$ cat config.mk
export PLATFORM = sky130hd
export DESIGN_NAME = cache_mem_responder
export DESIGN_NICKNAME = d
export VERILOG_FILES = /design/src/rtl/cache_mem_responder.sv
export SDC_FILE = /design/constraint.sdc
export NUM_CORES = 1
export LEC_CHECK = 0
export BUFFER_PORTS_ARGS = -buffer_cell sky130_fd_sc_hd__buf_2
export CORE_MARGIN = 1.5
export CORE_UTILIZATION = 62
export CTS_CLUSTER_DIAMETER = 80
export DETAILED_ROUTE_END_ITERATION = 10
export MAX_ROUTING_LAYER = met4
export PLACE_DENSITY = 0.81
export SLEW_MARGIN = 20
export SYNTH_ARGS = -nofsm -noshare
export SYNTH_HDL_FRONTEND = slang
export SYNTH_SLANG_ARGS = --single-unit
$ cat constraint.sdc
create_clock -name clock -period 5.1 [get_ports clock]
set_clock_uncertainty 0.15 [all_clocks]
set_input_delay 1.02 -clock clock [delete_from_list [all_inputs] [get_ports clock]]
set_output_delay 1.02 -clock clock [all_outputs]
set_load 0.02 [all_outputs]
$ cat src/rtl/cache_mem_responder.sv
// -----------------------------------------------------------------------------
// cache_mem_responder
// Backing-memory responder for the 2-way write-back cache. Holds a 32 x 3-bit
// main memory, services line fills after a fixed access latency and commits a
// dirty victim (if any) before the fill is read.
//
// Optional build macro: MEM_WB_FORWARD_EN -- when the victim address equals the
// fill address, the fill is forwarded from the victim data and the read phase
// is skipped.
//
// Ports:
//   clock      in   rising-edge clock
//   reset      in   asynchronous active-high reset
//   req_valid  in   miss request present
//   req_ready  out  responder idle and able to accept a request
//   req_wb     in   request carries a dirty victim
//   req_addr   in   fill address
//   wb_addr    in   victim address (valid with req_wb)
//   wb_data    in   victim data    (valid with req_wb)
//   resp_valid out  fill data valid
//   resp_ready in   cache consumes the fill
//   resp_data  out  fill word
//   wb_done    out  one-cycle pulse when the victim is committed
//   busy       out  not idle
// -----------------------------------------------------------------------------
module cache_mem_responder #(
  parameter int unsigned ADDR_W = 5,
  parameter int unsigned DATA_W = 3,
  parameter int unsigned LAT    = 2
) (
  input  logic              clock,
  input  logic              reset,
  input  logic              req_valid,
  output logic              req_ready,
  input  logic              req_wb,
  input  logic [ADDR_W-1:0] req_addr,
  input  logic [ADDR_W-1:0] wb_addr,
  input  logic [DATA_W-1:0] wb_data,
  output logic              resp_valid,
  input  logic              resp_ready,
  output logic [DATA_W-1:0] resp_data,
  output logic              wb_done,
  output logic              busy
);

  localparam int unsigned DEPTH = 1 << ADDR_W;
  localparam int unsigned CNT_W = 4;
  localparam logic [CNT_W-1:0] CNT_LOAD = CNT_W'(LAT - 1);

  typedef enum logic [1:0] {IDLE, WB, RD, RESP} state_t;

  state_t            state_q, state_d;
  logic [CNT_W-1:0]  cnt_q, cnt_d;
  logic [ADDR_W-1:0] req_addr_q, req_addr_d;
  logic [ADDR_W-1:0] wb_addr_q, wb_addr_d;
  logic [DATA_W-1:0] wb_data_q, wb_data_d;
  logic [DATA_W-1:0] resp_data_q, resp_data_d;
  logic              resp_valid_q, resp_valid_d;
  logic              wb_done_q, wb_done_d;
  logic              req_ready_q, req_ready_d;
  logic              busy_q, busy_d;
  logic              mem_we;
  logic [DATA_W-1:0] mem_q [DEPTH];

  // State register, output registers and memory; reset restores the memory image.
  always_ff @(posedge clock or posedge reset) begin
    if (reset) begin
      state_q      <= IDLE;
      cnt_q        <= '0;
      req_addr_q   <= '0;
      wb_addr_q    <= '0;
      wb_data_q    <= '0;
      resp_data_q  <= '0;
      resp_valid_q <= 1'b0;
      wb_done_q    <= 1'b0;
      req_ready_q  <= 1'b1;
      busy_q       <= 1'b0;
      for (int unsigned i = 0; i < DEPTH; i++) begin
        mem_q[i] <= DATA_W'(i);
      end
    end else begin
      state_q      <= state_d;
      cnt_q        <= cnt_d;
      req_addr_q   <= req_addr_d;
      wb_addr_q    <= wb_addr_d;
      wb_data_q    <= wb_data_d;
      resp_data_q  <= resp_data_d;
      resp_valid_q <= resp_valid_d;
      wb_done_q    <= wb_done_d;
      req_ready_q  <= req_ready_d;
      busy_q       <= busy_d;
      if (mem_we) begin
        mem_q[wb_addr_q] <= wb_data_q;
      end
    end
  end

  // Next-state and output logic.
  always_comb begin
    state_d      = state_q;
    cnt_d        = cnt_q;
    req_addr_d   = req_addr_q;
    wb_addr_d    = wb_addr_q;
    wb_data_d    = wb_data_q;
    resp_data_d  = resp_data_q;
    resp_valid_d = resp_valid_q;
    wb_done_d    = 1'b0;
    mem_we       = 1'b0;

    unique case (state_q)
      IDLE: begin
        if (req_valid && req_ready_q) begin
          req_addr_d = req_addr;
          wb_addr_d  = wb_addr;
          wb_data_d  = wb_data;
          cnt_d      = CNT_LOAD;
          state_d    = req_wb ? WB : RD;
        end
      end
      WB: begin
        if (cnt_q != '0) begin
          cnt_d = cnt_q - CNT_W'(1);
        end else begin
          mem_we    = 1'b1;
          wb_done_d = 1'b1;
          cnt_d     = CNT_LOAD;
          state_d   = RD;
`ifdef MEM_WB_FORWARD_EN
          // Victim is the line being filled: answer straight from the victim data.
          if (wb_addr_q == req_addr_q) begin
            resp_data_d  = wb_data_q;
            resp_valid_d = 1'b1;
            state_d      = RESP;
          end
`endif
        end
      end
      RD: begin
        if (cnt_q != '0) begin
          cnt_d = cnt_q - CNT_W'(1);
        end else begin
          // Memory already holds any victim committed in WB.
          resp_data_d  = mem_q[req_addr_q];
          resp_valid_d = 1'b1;
          state_d      = RESP;
        end
      end
      RESP: begin
        if (resp_ready) begin
          resp_valid_d = 1'b0;
          state_d      = IDLE;
        end
      end
      default: state_d = IDLE;
    endcase

    // Status outputs are registered from the next state.
    req_ready_d = (state_d == IDLE);
    busy_d      = (state_d != IDLE);
  end

  assign req_ready  = req_ready_q;
  assign resp_valid = resp_valid_q;
  assign resp_data  = resp_data_q;
  assign wb_done    = wb_done_q;
  assign busy       = busy_q;

endmodule

[Word-level counts from Yosys, hierarchy flattened]
Cells that the tools add are included.
Word-level totals
  flip-flop bits (word level): 122
  output and inout port bits: 7
  logic and storage cells: 89
  bits of input ports: 18
Cells by class
  reductions and logical operators: 12
  order comparisons: 3
  eq/ne operators: 7
  mux-type cells: 21
  bitwise operators: 3
  $add $sub $neg: 1
Operator list (count)
  bitwise mux 96 bit: 1
  binary-select mux 3 bit (select 5 bit): 1
  demux 3 bit (select 5 bit): 1
  greater-or-equal comparator 6 bit, second input constant: 2
  two-way mux 4 bit: 3
  NOT 5 -> 6 bit: 2
  one-hot mux 4 bit (3 select lines): 1
  two-way mux 2 bit: 5
  two-way mux 3 bit: 3
  inequality test 2 bit, second input constant: 4
  one-hot mux 2 bit (4 select lines): 1
  less-than comparator 6 x 1 -> 1 bit, second input constant: 1
  AND reduction 3 bit: 2
  == test 2 bit, second input constant: 2
  zero test 2 bit: 2
  two-way mux 1 bit: 4
  AND reduction 2 bit: 2
  nonzero test 2 bit: 2
  nonzero test 4 bit: 1
  subtractor 4 x 1 -> 4 bit, second input constant: 1
  nonzero test 3 bit: 1
  == test 2 x 1 -> 1 bit, second input constant: 1
  logical AND 1 bit: 2
  one-hot mux 1 bit (2 select lines): 1
  NOT 1 bit: 1

[Depth between registers and ports, before layout]
Gate-level depths: netlist of run 1.
  depth in word-level cells: 6
  mapped depth: 8
  gate-level depth less buffers: 8

[Least setup slack after synthesis of run 1]
Ideal clock, no wire load.
  path kind: input -> register
  from: input port resp_ready
  to: register busy_q (netlist: busy)
  slack: 2849 ps
  stages on the path: 5
  arrival time: 1976 ps
  path through: and2b_2 -> a211o_1 -> a211oi_2 -> a21oi_2 -> or2_1
On the way
  longest elaborated chain between the ends: 3
RTL lines
  start: declaration: line 40  | input logic resp_ready,
  two-way mux 2 bit: line 149  | if (resp_ready) begin
  one-hot mux 2 bit (4 select lines): line 110  | unique case (state_q)
  via state_d[0]: line 52  | state_t state_q, state_d;
  nonzero test 2 bit: line 159  | busy_d = (state_d != IDLE);
  via busy_d: line 61  | logic busy_q, busy_d;
  end signal: assignment: line 91  | busy_q <= busy_d;
  end: declaration: line 61
The timed path passes the listed nets, and every way through them passes these cells.
A chain may end at the register's enable or synchronous reset.

[Worst setup path after layout of run 1]
  from: register req_addr_q[0]
  to: register resp_data_q[0] (netlist: resp_data[0])
On the way
  longest elaborated chain between the ends: 4
RTL lines
  start: declaration: line 54  | logic [ADDR_W-1:0] req_addr_q, req_addr_d;
  start signal: assignment: line 84  | req_addr_q <= req_addr_d;
  NOT 5 -> 6 bit (implied by the code): line 143  | resp_data_d = mem_q[req_addr_q];
  binary-select mux 3 bit (select 5 bit): line 143
  two-way mux 3 bit (implied by the code) (2 in a row): line 143
  end signal: assignment: line 87  | resp_data_q <= resp_data_d;
  end: declaration: line 57  | logic [DATA_W-1:0] resp_data_q, resp_data_d;
Every way passes these cells. The select of a mux whose other input is x is not followed.

==> results of run 1 <==
[worst max path at each step]
| stage | cells after the start | endpoint | slack (ns) | from |
|---|---|---|---|---|
| 6_report | 6 | resp_data[0] | 2.41 | req_addr_q[0] |
| 2_1_floorplan | 1 | busy | 0.77 | reset |
| 5_1_grt | 6 | resp_data[2] | 2.30 | req_addr_q[0] |
| 4_1_cts | 6 | resp_data[2] | 2.42 | req_addr_q[0] |
| 3_3_place_gp | 6 | resp_data[0] | 2.55 | req_addr_q[0] |
| 3_5_place_dp | 6 | resp_data[2] | 2.44 | req_addr_q[0] |
[power groups by stage]
stage | Clock [mW] | Combinational, mW | Sequential [mW]
floorplan | 0 | 1.05 | 1.40
global placement | 0 | 1.09 | 1.60
detailed placement | 0 | 1.12 | 1.61
CTS | 1.24 | 1.14 | 1.61
global route | 1.29 | 1.24 | 1.66
finish | 1.22 | 1.14 | 1.61
[kinds of logic (layout without fill, tap and decap cells)]
group | count (synthesis) | count (layout)
mux | 157 | 157
flops | 122 | 122
simple gates | 85 | 85
compound gates | 55 | 55
buf+inv | 31 | 64
fa+ha+maj | 8 | 8
[cell usage in the layout (no fill, tap or decap), drive strengths merged, types with 2 or more instances in the layout]
| cell type | count |
|---|---|
| o22ai | 3 |
| a221oi | 7 |
| nand2b | 4 |
| mux2i | 48 |
| nand2 | 29 |
| nor2 | 20 |
| nor2b | 5 |
| mux2 | 109 |
| a22oi | 13 |
| nand3b | 2 |
| nand3 | 7 |
| nor3 | 6 |
| clkbuf | 25 |
| clkinvlp | 2 |
| dfrtp | 73 |
| nor3b | 3 |
| and2 | 2 |
| o21ai | 5 |
| bufinv | 3 |
| o31ai | 2 |
| o41ai | 3 |
| dfstp | 49 |
| or2 | 2 |
| ha | 8 |
| a21oi | 10 |
| inv | 6 |
| buf | 27 |
| a22o | 8 |
[final cells by class]
class                      count  area [sq um]  share of cell area
inverter                       6          25.0             0.00370
multi-input combinational    305          2700               0.399
timing repair buffer          27           143              0.0211
clock buffer                  25           504              0.0746
clock inverter                 6           110              0.0163
sequential                   122          3120               0.461
tap                          129           161              0.0239
[registers in the layout, summed over array words and instances (netlist names)]
signal      count
req_addr_q      5
busy            1
cnt_q           4
req_ready       1
mem_q          96
state_q         2
wb_done         1
resp_valid      1
wb_addr_q       5
resp_data       3
wb_data_q       3
[per-layer routing]
layer	wire length (microns)	part of all wire	up-vias	track usage
li1	-	-	1724	-
met1	5820	0.46	1941	0.368
met2	6110	0.48	73	0.449
met3	499	0.039	22	0.0642
met4	301	0.024	0	0.112
met5	0	0	-	-
[through the flow]
stage	setup WS, ns	total power [mW]	std cells
after floorplan	0.769	2.46	458
after global placement	2.55	2.69	589
after detailed placement	2.44	2.74	589
after CTS	2.42	3.99	620
after global routing	2.30	4.19	620
final	2.41	3.98	620
[worst reg2reg max path, cell delays in order, from the launching register on]
cell and delay, ns:
sky130_fd_sc_hd__dfrtp_2 0.76, sky130_fd_sc_hd__buf_4 0.55, sky130_fd_sc_hd__mux2i_1 0.17, sky130_fd_sc_hd__a22o_1 0.26, sky130_fd_sc_hd__a221oi_1 0.23, sky130_fd_sc_hd__o22ai_1 0.16, sky130_fd_sc_hd__o41ai_2 0.31
==> impl.org, run 1 <==
** Run status
- Run status :: finished clean

** Worst hold path
- Along the worst hold path, the cell count comes to 1.
- Class of the worst hold path :: flip-flop to flip-flop
- In this run the most critical hold path is launched from mem_q[81].
- Hold worst-path end :: mem_q[81]

** Clocking
- Number of gates resized after CTS :: 0
- Clock tree synthesis selected as its root buffer the cell sky130_fd_sc_hd__clkbuf_8.
- Max clock buf depth :: 2
- Clock sink count :: 122
- TritonCTS built the clock tree.
- After clock tree synthesis, the flow added hold-fix buffers numbering 0.
- Post-CTS Repair Setup Buffers :: 0
- Clock tree synthesis inserted a total of 17 buffers.
- After clock tree synthesis, the clock-pin slew on the worst setup and hold paths is 0.05 ns.
- Maximum level of the CTS H-tree :: 4
- For the worst-skew pair, the clock arrives at the later sink with an insertion delay of 0.52 ns.

** Setup path
- Kind of cell adding the most delay to the critical path :: compound AO/OA/AOI/OAI gates
- Worst path buffer plus inverter count :: 1
- Crit start category :: flip-flop
- Critical path fanouts, max :: 28
- The number of cells on the worst reg-to-reg path is 6.
- Worst flop-to-flop path startpoint :: req_addr_q[0]
- Data arrives at the worst endpoint at 2.95 ns.
- Setup slack on the worst reg-to-reg path comes out at 2.41 ns.
- Critical-path cell with the highest stage delay :: sky130_fd_sc_hd__dfrtp_2
- List of cells traversed by the critical path :: buf_4 -> mux2i_1 -> a22o_1 -> a221oi_1 -> o22ai_1 -> o41ai_2
- The critical path is of the flip-flop to flip-flop type.
- Data required, critical path :: 5.36 ns
- Endpoint type of the worst setup path :: flip-flop
- Reg-to-reg endpoint :: resp_data[0]
- In this design, the stage delay of the slowest critical-path cell is 0.76 ns.

** Power and ir drop
- Combinational share of power :: 0.287
- Sequential fraction of design power :: 0.405
- Sw frac :: 0.345
- Peak supply drop :: 0.356 mV
- Clk network pwr share :: 0.308
- Ratio of total power to cell area :: 589 mW/mm^2
- Pleak :: 3.05 nW
- The internal power of the cells totals 2.61 mW.
- The analysis attributes to net switching a power of 1.37 mW.

** Synth
- Most frequent cells after synthesis :: sky130_fd_sc_hd__mux2_2, sky130_fd_sc_hd__dfrtp_1, sky130_fd_sc_hd__dfstp_2
- In this run, distinct cell masters in the synthesized netlist total 49.
- The average instance in the mapped netlist occupies 13.1 sq um.
- The share of synthesized area in the top cell type comes to 0.306.
- After synthesis, the share of cell area in mux cells is 0.286.
- By area the synthesized netlist is led by sky130_fd_sc_hd__dfrtp_1, sky130_fd_sc_hd__dfstp_2, sky130_fd_sc_hd__mux2_2.
- Number of warnings printed during yosys synthesis :: 0
- Xor-xnor portion of the synthesized cell area :: 0
- Sequential cell area fraction in the yosys report :: 0.521
- Number of synthesized flops with an enable pin :: 0
- Largest family of logic cells by synthesized area :: multiplexers
- Async set or reset register ratio after synthesis :: 1.00
- Count leader, synth :: sky130_fd_sc_hd__mux2_2
- Most common flop cell mapped by yosys :: sky130_fd_sc_hd__dfrtp_1
- Of the total synthesized cell area, the portion taken by full adders, half adders and majority gates is 0.0167.
- The compound-gate portion of the synthesized area is 0.0716.
- Of the total synthesized cell area, the portion taken by AND, OR, NAND and NOR gates is 0.0774.
- Yosys top cell by area :: sky130_fd_sc_hd__dfrtp_1
- When the netlist entered floorplanning its net count stood at 484.
- Post-Synthesis Cell Area :: 0.00598 sq mm
- In this run, synthesis produced a sequential element count of 122.
- Post-synthesis instance total :: 458

** Final layout
- Number of diodes :: 0
- The net count of the finished layout is 505.
- Area of all placed cells without fillers :: 0.00676 sq mm
- Compared with the post-synthesis result, the final layout area differs by 13.1%.
- In the final layout, the share of cells above drive strength 1 is 0.483.
- The layout has 637 filler cells.
- Share of the core filled with cells in the final layout :: 0.728

** Placed design
- Once placement finished, the instance area stood at 0.00614 sq mm.
- Routability-driven placement finished with a final weighted congestion of 0.947.
- DP Wirelength :: 8150 microns
- Number of I/O port buffers :: 24

** Global routing
- GR Overflow Total :: 0
- Largest net degree at the start of global routing :: 79
- Number of antenna violations at the first check in global routing :: 0
- The first global-routing pass estimated 21000 microns of wire.
- Number of global-route vias before repair :: 3992
- For this run, the total global-route usage over all layers was measured as 0.287.

** Run
- Max-cap check violation count :: 0

** Die
- Width of the chip :: 101 microns
- Die height :: 101 microns
- Initial core utilization :: 0.644
- The floorplan step defined a die boundary enclosing 0.0102 sq mm.
- Total I/O pin count :: 25
- Standard-cell row count :: 35
- Standard cell core area :: 0.00928 sq mm

** Timing
- Setup repair after global routing left no endpoint under its margin.
- Final-report setup violation count :: 0
- Part of the cycle the worst path needs :: 0.527
- In this run the tightest slew margin relative to its limit is 0.249.
- Timing would allow up to 372 MHz.
- Transition time at the pin with the least slew margin :: 1.13 ns
- Fin. max-slew vios :: 0
- In the final timing run, aggregate negative setup slack is 0 ns.
- Final Hold Vio Count :: 0
- Shortest period the worst path allows :: 2.69 ns
- Final hold analysis gives a worst-case slack of 0.355 ns.

** Detailed routing
- Count of unresolved DRC violations after routing :: 0
- Total Wirelength :: 12700 microns
- Drt via density :: 6.06
- The first TritonRoute pass finished after 4 iterations.
- DRT iter0 DRCs :: 158
- The detailed router placed 3760 vias in this run.
- After detailed routing, the average wire length per cell comes to 20.5 microns.
- The detail route stage leaves a number of antenna-violating nets equal to 0.
Power figures use the tool's default switching activity.
==> run 2: changes to the inputs <==
--- a/config.mk
+++ b/config.mk
@@ -5,13 +5,14 @@
 export SDC_FILE = /design/constraint.sdc
 export NUM_CORES = 1
 export LEC_CHECK = 0
+export ABC_AREA = 1
 export BUFFER_PORTS_ARGS = -buffer_cell sky130_fd_sc_hd__buf_2
 export CORE_MARGIN = 1.5
-export CORE_UTILIZATION = 62
+export CORE_UTILIZATION = 55
 export CTS_CLUSTER_DIAMETER = 80
 export DETAILED_ROUTE_END_ITERATION = 10
 export MAX_ROUTING_LAYER = met4
-export PLACE_DENSITY = 0.81
+export PLACE_DENSITY = 0.76
 export SLEW_MARGIN = 20
 export SYNTH_ARGS = -nofsm -noshare
 export SYNTH_HDL_FRONTEND = slang
==> constraint.sdc (replaced) <==
create_clock -name clock -period 2.15 [get_ports clock]
set_clock_uncertainty 0.15 [all_clocks]
set_input_delay 0.43 -clock clock [delete_from_list [all_inputs] [get_ports clock]]
set_output_delay 0.43 -clock clock [all_outputs]
set_load 0.02 [all_outputs]
==> run 2 against run 1 <==
Final area is 0.11% higher. Hold slack worse by 0.34 ns. Sequential power grew 100%. Synthesized cell count increased by 55%. Setup slack got worse by 2.2 ns. Clock power is 130% higher. Via count increased by 33%. Critical path depth grew 3. Routed wire length up 16%. Critical endpoint is now mem_q[45]. Largest cell class unchanged.
==> impl.org, run 2 <==
** Setup path
- By instance count, the cell type seen most on the critical path is sky130_fd_sc_hd__inv_2.
- Crit start category :: flip-flop
- For the worst setup path, the data arrival time is 2.21 ns.
- The worst setup path is captured at a flip-flop.
- The largest individual stage delay along the critical path comes from the cell sky130_fd_sc_hd__dfrtp_1.
- By startpoint and endpoint, the worst setup path is classified as flip-flop to flip-flop.
- The critical path goes through inv_2 -> ha_1 -> nand3_2 -> inv_2 -> nand2_8 -> nor3_4 -> nand2_2 -> nand2_1 -> o21ai_0.
- Data on the critical path is required at its endpoint by 2.37 ns.
- In this design, the stage delay of the slowest critical-path cell is 0.41 ns.
- Cell count of the worst reg-to-reg path :: 9
- Across all register-to-register paths, the minimum setup slack is 0.16 ns.
- Reg-to-reg endpoint :: mem_q[45]
- Of all nets on the critical path, the largest fanout is 12.
- The worst register-to-register path begins at cnt_q[0].

** Timing
- Final-report setup violation count :: 0
- Part of the cycle the worst path needs :: 0.924
- The tightest hold path in the finished design has a slack of 0.0159 ns.
- The final hold violation count is 0.
- Fin. max-slew vios :: 0
- For the pin with the worst max-slew slack, the measured transition is 0.730 ns.
- Worst slew margin :: 0.511
- Setup slack on the critical path of the routed design comes to 0.163 ns.
- Shortest period the worst path allows :: 1.99 ns
- Derived from the worst setup path, the maximum achievable clock frequency is 503 MHz.

** Placed design
- Setup Slack @ Placement :: -0.0215 ns
- Post-Place Cell Area :: 0.00610 sq mm
- Detailed placement finished with a half-perimeter wire length of 9300 microns.
- Input and output buffers added on the ports amount to 24.
- The congestion estimate from routability-driven global placement came to 0.915.

** Synth
- Post-Synthesis Cell Area :: 0.00577 sq mm
- Area share of the largest cell type after synthesis :: 0.316
- Counting instances in the post-synthesis netlist gives the leading cell types as sky130_fd_sc_hd__nand2_1, sky130_fd_sc_hd__o21ai_0, sky130_fd_sc_hd__nand3_1.
- Async set or reset register ratio after synthesis :: 1.00
- Ranked by total cell area, the synthesized netlist is headed by sky130_fd_sc_hd__dfrtp_1, sky130_fd_sc_hd__dfstp_2, sky130_fd_sc_hd__nand2_1.
- Counting flops and latches in the post-synthesis netlist gives 122.
- Number of synthesized flops with an enable pin :: 0
- During synthesis, Yosys emitted a total of 0 warnings.
- In this run, distinct cell masters in the synthesized netlist total 28.
- After synthesis, the mean cell area works out to 8.16 sq um.
- Count leader, synth :: sky130_fd_sc_hd__nand2_1
- Post-synthesis instance total :: 708
- The number of nets in the synthesized netlist is 734.
- Most common flop cell mapped by yosys :: sky130_fd_sc_hd__dfrtp_1
- For this run, the register share of the synthesized area comes to 0.539.
- Yosys top cell by area :: sky130_fd_sc_hd__dfrtp_1

** Power and ir drop
- Peak supply drop :: 0.922 mV
- Pleak :: 2.96 nW
- Ratio of total power to cell area :: 1370 mW/mm^2

** Final layout
- Register bank with the most flops :: mem_q
- Register Area :: 0.00311 sq mm
- Fill cells in the final layout number 854.
- Summing all non-filler instances in the final layout gives an area of 0.00677 sq mm.
- The repair_antennas step left the layout with diodes totalling 0.
- At the end of the flow the core is filled with cells to 0.658.
- Leading cell types in the layout, fill and taps excluded :: sky130_fd_sc_hd__nand2_1, sky130_fd_sc_hd__o21ai_0, sky130_fd_sc_hd__nand3_1, sky130_fd_sc_hd__dfrtp_1, sky130_fd_sc_hd__dfstp_2
- Summing all multi-input logic gate instances after layout gives 0.00246 sq mm.
- The register with the most flip-flops in the layout has 96 of them.
- The library cell used most frequently in the layout, excluding fill and tap cells, is sky130_fd_sc_hd__nand2_1.
- Layout cells sized above 1 :: 0.197
- Largest registers :: mem_q: 96 flops, req_addr_q: 5 flops, wb_addr_q: 5 flops
- The area growth from synthesis to layout is 17.2%.
- The net count of the finished layout is 768.

** Detailed routing
- For this block, the initial DRC count from the detailed router was 350.
- Count of unresolved DRC violations after routing :: 0
- Vias :: 5003
- In the routed layout, each cell is associated on average with a via count of 5.62.
- After detailed routing, the total wire length is 14700 microns.
- Top layer reached by signal wires :: met4
- Detailed-routed wire length on met3 :: 895 microns
- After detailed routing, the met2 layer carries 7180 microns of wire.
- The detail route stage leaves a number of antenna-violating nets equal to 0.
- Wire per inst :: 16.5 microns
- Met1 layer wirelength in the final routing :: 6340 microns
- Initial DRT Pass Iterations :: 7

** Global routing
- The number of antenna violations at the first check in global routing was 0.
- Across every metal layer, demand over resource in global routing totals 0.289.
- Entering global routing, the biggest net connects 123 pins.
- The first global-routing pass estimated 24000 microns of wire.
- GR Overflow Total :: 0
- Number of global-route vias before repair :: 4851

** Clocking
- Total CTS buffers :: 17
- Maximum level of the CTS H-tree :: 4
- Max clock buf depth :: 2
- TritonCTS built the clock tree.
- Clock-pin slew was measured on the worst setup and hold paths at 0.06 ns.
- Clock sink count :: 122
- Clock tree root buffer cell :: sky130_fd_sc_hd__clkbuf_8
- The later pin in the worst-skew pair is clocked with a latency of 0.52 ns.

** Run
- Max-cap check violation count :: 0

** Die
- Die height :: 105 microns
- Width of the chip :: 105 microns
- Standard-cell row count :: 37
- The floorplan step defined a core boundary enclosing 0.0103 sq mm.
- Initial core utilization :: 0.562
- The die covers 0.0111 sq mm.
- Total I/O pin count :: 25

** Worst hold path
- The startpoint identified for the worst hold timing path is wb_addr[0].
- Number of cells on the worst hold path :: 3
- Hold worst-path end :: wb_addr_q[0]
- Class of the worst hold path :: input pin to flip-flop

** Run status
- The run finished with clean final reports.
-- run 2: logic make-up after synthesis --
group	synth area share
AO/OA/AOI/OAI	0.111
adder cells (fa/ha/maj)	0.0173
buffers and inverters	0.0438
flip-flops	0.539
AND/OR/NAND/NOR	0.288
-- run 2: cell type report --
type                    instances  share of cell area
flip-flops and latches        122               0.460
multi-input cells             523               0.364
clock buffers                  25              0.0701
repair buffers                 44              0.0440
well taps                     136              0.0251
inverters                      34              0.0194
clock inverters                 7              0.0170
-- run 2: what timing repair did --
item | 4_1_cts | 5_1_grt
hold endpoints to repair | 70 | 0
hold buffers | 1 | 0
setup buffers | 0 | 2
endpoints found under the setup margin | 10 | 82
resized for setup | 1 | 22
pin swaps | 0 | 3
-- run 2: stage by stage --
step	std cells	total power [mW]	setup TNS [ns]
after floorplan	708	5.29	0
after global placement	856	6.21	0
after detailed placement	856	6.31	-0.0671
final	891	9.26	0
after global routing	891	9.75	-0.000948
after CTS	889	9.19	0
-- run 2: power by group --
group	switching, mW	internal [mW]
Sequential	0.370	2.91
Clock	0.981	1.86
Combinational	2.19	0.953
Total	3.54	5.72
-- run 2: worst max-delay path by stage --
stage	start	endpoint	slack [ns]
after floorplan	reset	busy	0.11
after global placement	cnt_q[0]	mem_q[63]	0.06
after detailed placement	cnt_q[0]	mem_q[63]	-0.02
after CTS	cnt_q[0]	mem_q[63]	0.07
after global routing	cnt_q[1]	mem_q[39]	-0.0009
final	cnt_q[0]	mem_q[45]	0.16
-- run 2: per-layer routing --
layer,GRT usage,up-vias
met5,-,-
met4,0.104,0
met3,0.0748,30
met2,0.461,176
met1,0.358,2404
li1,-,2393
-- run 2: critical path, delay by kind of cell, from the launching register on --
| kind | cells | cell delay (ns) |
|---|---|---|
| flops | 1 | 0.41 |
| fa+ha+maj | 1 | 0.17 |
| simple gates | 5 | 0.77 |
| buf+inv | 2 | 0.22 |
| compound gates | 1 | 0.09 |
==> run 3: changes to the inputs <==
--- a/config.mk
+++ b/config.mk
@@ -12,7 +12,7 @@
 export CTS_CLUSTER_DIAMETER = 80
 export DETAILED_ROUTE_END_ITERATION = 10
 export MAX_ROUTING_LAYER = met4
-export PLACE_DENSITY = 0.76
+export PLACE_DENSITY_LB_ADDON = 0.3
 export SLEW_MARGIN = 20
 export SYNTH_ARGS = -nofsm -noshare
 export SYNTH_HDL_FRONTEND = slang
==> run 3 against run 2 <==
Total power down 2.4%. Hold slack better by 0.00059 ns. Cell count up 0.67%. Critical path type unchanged. Largest power group unchanged.
==> impl.org, run 3 (same netlist as run 2, synthesis figures left out) <==
** Die
- For this configuration, the core starts out at a cell density of 0.562.
- Die outline area :: 0.0111 sq mm
- Standard-cell row count :: 37
- Standard cell core area :: 0.0103 sq mm
- Die height :: 105 microns
- From left edge to right edge, the die measures 105 microns.
- For this design the top-level I/O count stands at 25.

** Detailed routing
- In the routed design, unresolved DRC markers number 0.
- Total Wirelength :: 14400 microns
- The first TritonRoute pass finished after 5 iterations.
- The routed layout has 5049 vias.
- Drt via density :: 5.63
- Antenna viol nets, final :: 0
- Wire per inst :: 16.1 microns
- DRT iter0 DRCs :: 497

** Placed design
- Summed over all nets, the half-perimeter wirelength after detailed placement is 9220 microns.
- Number of I/O port buffers :: 24
- Once placement completed, the tool counted placed cells totaling 857.
- Final Wtd Congestion :: 0.883
- Setup Slack @ Placement :: 0.0530 ns
- Once placement finished, the instance area stood at 0.00610 sq mm.

** Final layout
- Register bank with the most flops :: mem_q
- For this run, the post-layout net count is 774.
- Area of all placed cells without fillers :: 0.00675 sq mm
- Leading cell types in the layout, fill and taps excluded :: sky130_fd_sc_hd__nand2_1, sky130_fd_sc_hd__o21ai_0, sky130_fd_sc_hd__nand3_1, sky130_fd_sc_hd__dfrtp_1, sky130_fd_sc_hd__dfstp_2
- Number of flip-flops in the largest register :: 96
- Leaving out filler cells and counting taps, the final layout contains 897.
- Share of the core filled with cells in the final layout :: 0.657
- In the final layout, the share of cells above drive strength 1 is 0.173.
- From synthesis to final layout, the design area changed by 16.9%.
- 0 antenna diodes ended up in the layout.
- The library cell used most frequently in the layout, excluding fill and tap cells, is sky130_fd_sc_hd__nand2_1.
- In the final layout, the registers with the most flip-flops are mem_q: 96 flops, req_addr_q: 5 flops, wb_addr_q: 5 flops.

** Setup path
- Critical Path AT :: 2.35 ns
- STA classifies the critical path startpoint as a flip-flop.
- Launching element of the worst setup path :: cnt_q[0]
- CP Capture Point :: mem_q[50]
- Start-to-end type of the worst setup path :: flip-flop to flip-flop
- Worst flop-to-flop path startpoint :: cnt_q[0]
- Endpoint type of the worst setup path :: flip-flop
- Critical path fanouts, max :: 10
- List of cells traversed by the critical path :: inv_1 -> ha_1 -> nand3_2 -> inv_1 -> nand2_4 -> buf_4 -> nor3_4 -> nand2_1 -> o21ai_0
- Data on the critical path is required at its endpoint by 2.44 ns.
- Cell count of the worst reg-to-reg path :: 9
- In this run the critical register-to-register path is captured at mem_q[50].
- Setup slack, reg-to-reg :: 0.09 ns
- Critical-path cell with the highest stage delay :: sky130_fd_sc_hd__dfrtp_1
- Slowest cell delay on critical path :: 0.39 ns
- Dominant cell type by count on the critical path :: sky130_fd_sc_hd__inv_1

** Timing
- At the pin with the least slew margin, the transition time is 0.533 ns.
- In the post-route analysis, the smallest setup slack over all paths is 0.0943 ns.
- Fin. max-slew vios :: 0
- Setup total negative slack on the finished layout was measured at 0 ns.
- For the finished layout, the period the worst path requires is 2.06 ns.
- Setup repair after global routing could not meet its margin everywhere.
- Of the available clock period, the critical path in the final layout requires 0.956.
- Setup violations remaining at the end of the flow were counted as 0.
- Worst slew margin :: 0.644
- Final Hold Vio Count :: 0
- Worst-case hold slack :: 0.0164 ns
- Peak clock frequency supported by timing :: 486 MHz

** Run
- The tool flagged a number of max-cap violations equal to 0.

** Power and ir drop
- Pleak :: 2.97 nW
- Ratio of total power to cell area :: 1340 mW/mm^2
- Combinational share of power :: 0.343
- Peak supply drop :: 0.832 mV
- Total power for the finished layout comes to 9.04 mW.
- The share of total power dissipated in sequential elements is 0.360.
- Sw frac :: 0.385
- Net Switching :: 3.48 mW
- Cell internal power was estimated by the tool at 5.56 mW.
- Of the total power, the clock network draws 0.297.

** Worst hold path
- Class of the worst hold path :: input pin to flip-flop
- Critical hold path startpoint :: req_addr[2]

** Run status
- Run status :: finished clean

** Clocking
- For the worst-skew pair, the clock arrives at the later sink with an insertion delay of 0.53 ns.
- Maximum level of the CTS H-tree :: 4
- The clock drives 122 sinks.
- TritonCTS built the clock tree.
- Clock-pin slew on the worst setup and hold paths :: 0.05 ns
- Clock tree root buffer cell :: sky130_fd_sc_hd__clkbuf_8
- The clock passes through at most 2 buffers.
- Total CTS buffers :: 17

** Global routing
- The via count of the first global-routing pass is 4852.
- GR Overflow Total :: 0
- Entering global routing, the biggest net connects 99 pins.
- First-pass GRT wire length :: 23900 microns
- For this run, the total global-route usage over all layers was measured as 0.289.
- The number of antenna violations at the first check in global routing was 0.
## run 3: changes by cell type in the layout (fill, tap and decap cells not counted), moves of 2 or more
cell                            before  now
sky130_fd_sc_hd__clkinvlp_4          3    5
sky130_fd_sc_hd__dlygate4sd3_1       1    8
sky130_fd_sc_hd__inv_1              28   30
sky130_fd_sc_hd__inv_2               4    2
sky130_fd_sc_hd__nand2_1           240  252
sky130_fd_sc_hd__nand2_2            13    1
## run 3: power groups by stage
stage	sequential (mW)	combinational (mW)	clock, mW
3_5_place_dp	3.27	3.02	0
3_3_place_gp	3.25	2.96	0
2_1_floorplan	3.25	2.04	0
6_report	3.25	3.10	2.69
4_1_cts	3.24	3.05	2.72
5_1_grt	3.31	3.46	2.82
## run 3: layer usage
metal / global-route usage / wire, microns / up-vias
met5: - / 0 / -
met4: 0.137 / 366 / 0
met3: 0.0662 / 1130 / 40
met2: 0.415 / 6460 / 200
met1: 0.390 / 6460 / 2397
li1: - / - / 2412
## run 3: what timing repair did
item	CTS	global route
hold buffers	8	0
endpoints found under the hold margin	80	0
setup buffers	0	0
resized for setup	0	5
setup endpoints to repair	0	55
## run 3: worst min-delay path by stage
stage / depth (start not counted) / slack [ns] / endpoint
after floorplan: 2 / 0.30 / mem_q[91]
after detailed placement: 2 / 0.32 / mem_q[68]
after global routing: 3 / 0.006 / req_addr_q[2]
final: 3 / 0.02 / req_addr_q[2]
after global placement: 2 / 0.32 / mem_q[21]
after CTS: 3 / 0.0008 / req_addr_q[2]
## run 3: cell type report
type	instances	area, sq um
flip-flops and latches	122	3110
multi-input cells	523	2410
repair buffers	50	360
clock inverters	8	97.6
fillers	818	3520
well taps	136	170
inverters	34	135
clock buffers	24	460
## run 3: critical path: cells and delay by family, from the launching register on
family	cells	cell delay (ns)
AOI/OAI and AO/OA	1	0.21
adders and majority gates	1	0.18
buffers and inverters	3	0.45
DFF	1	0.39
and+or+nand+nor	4	0.61
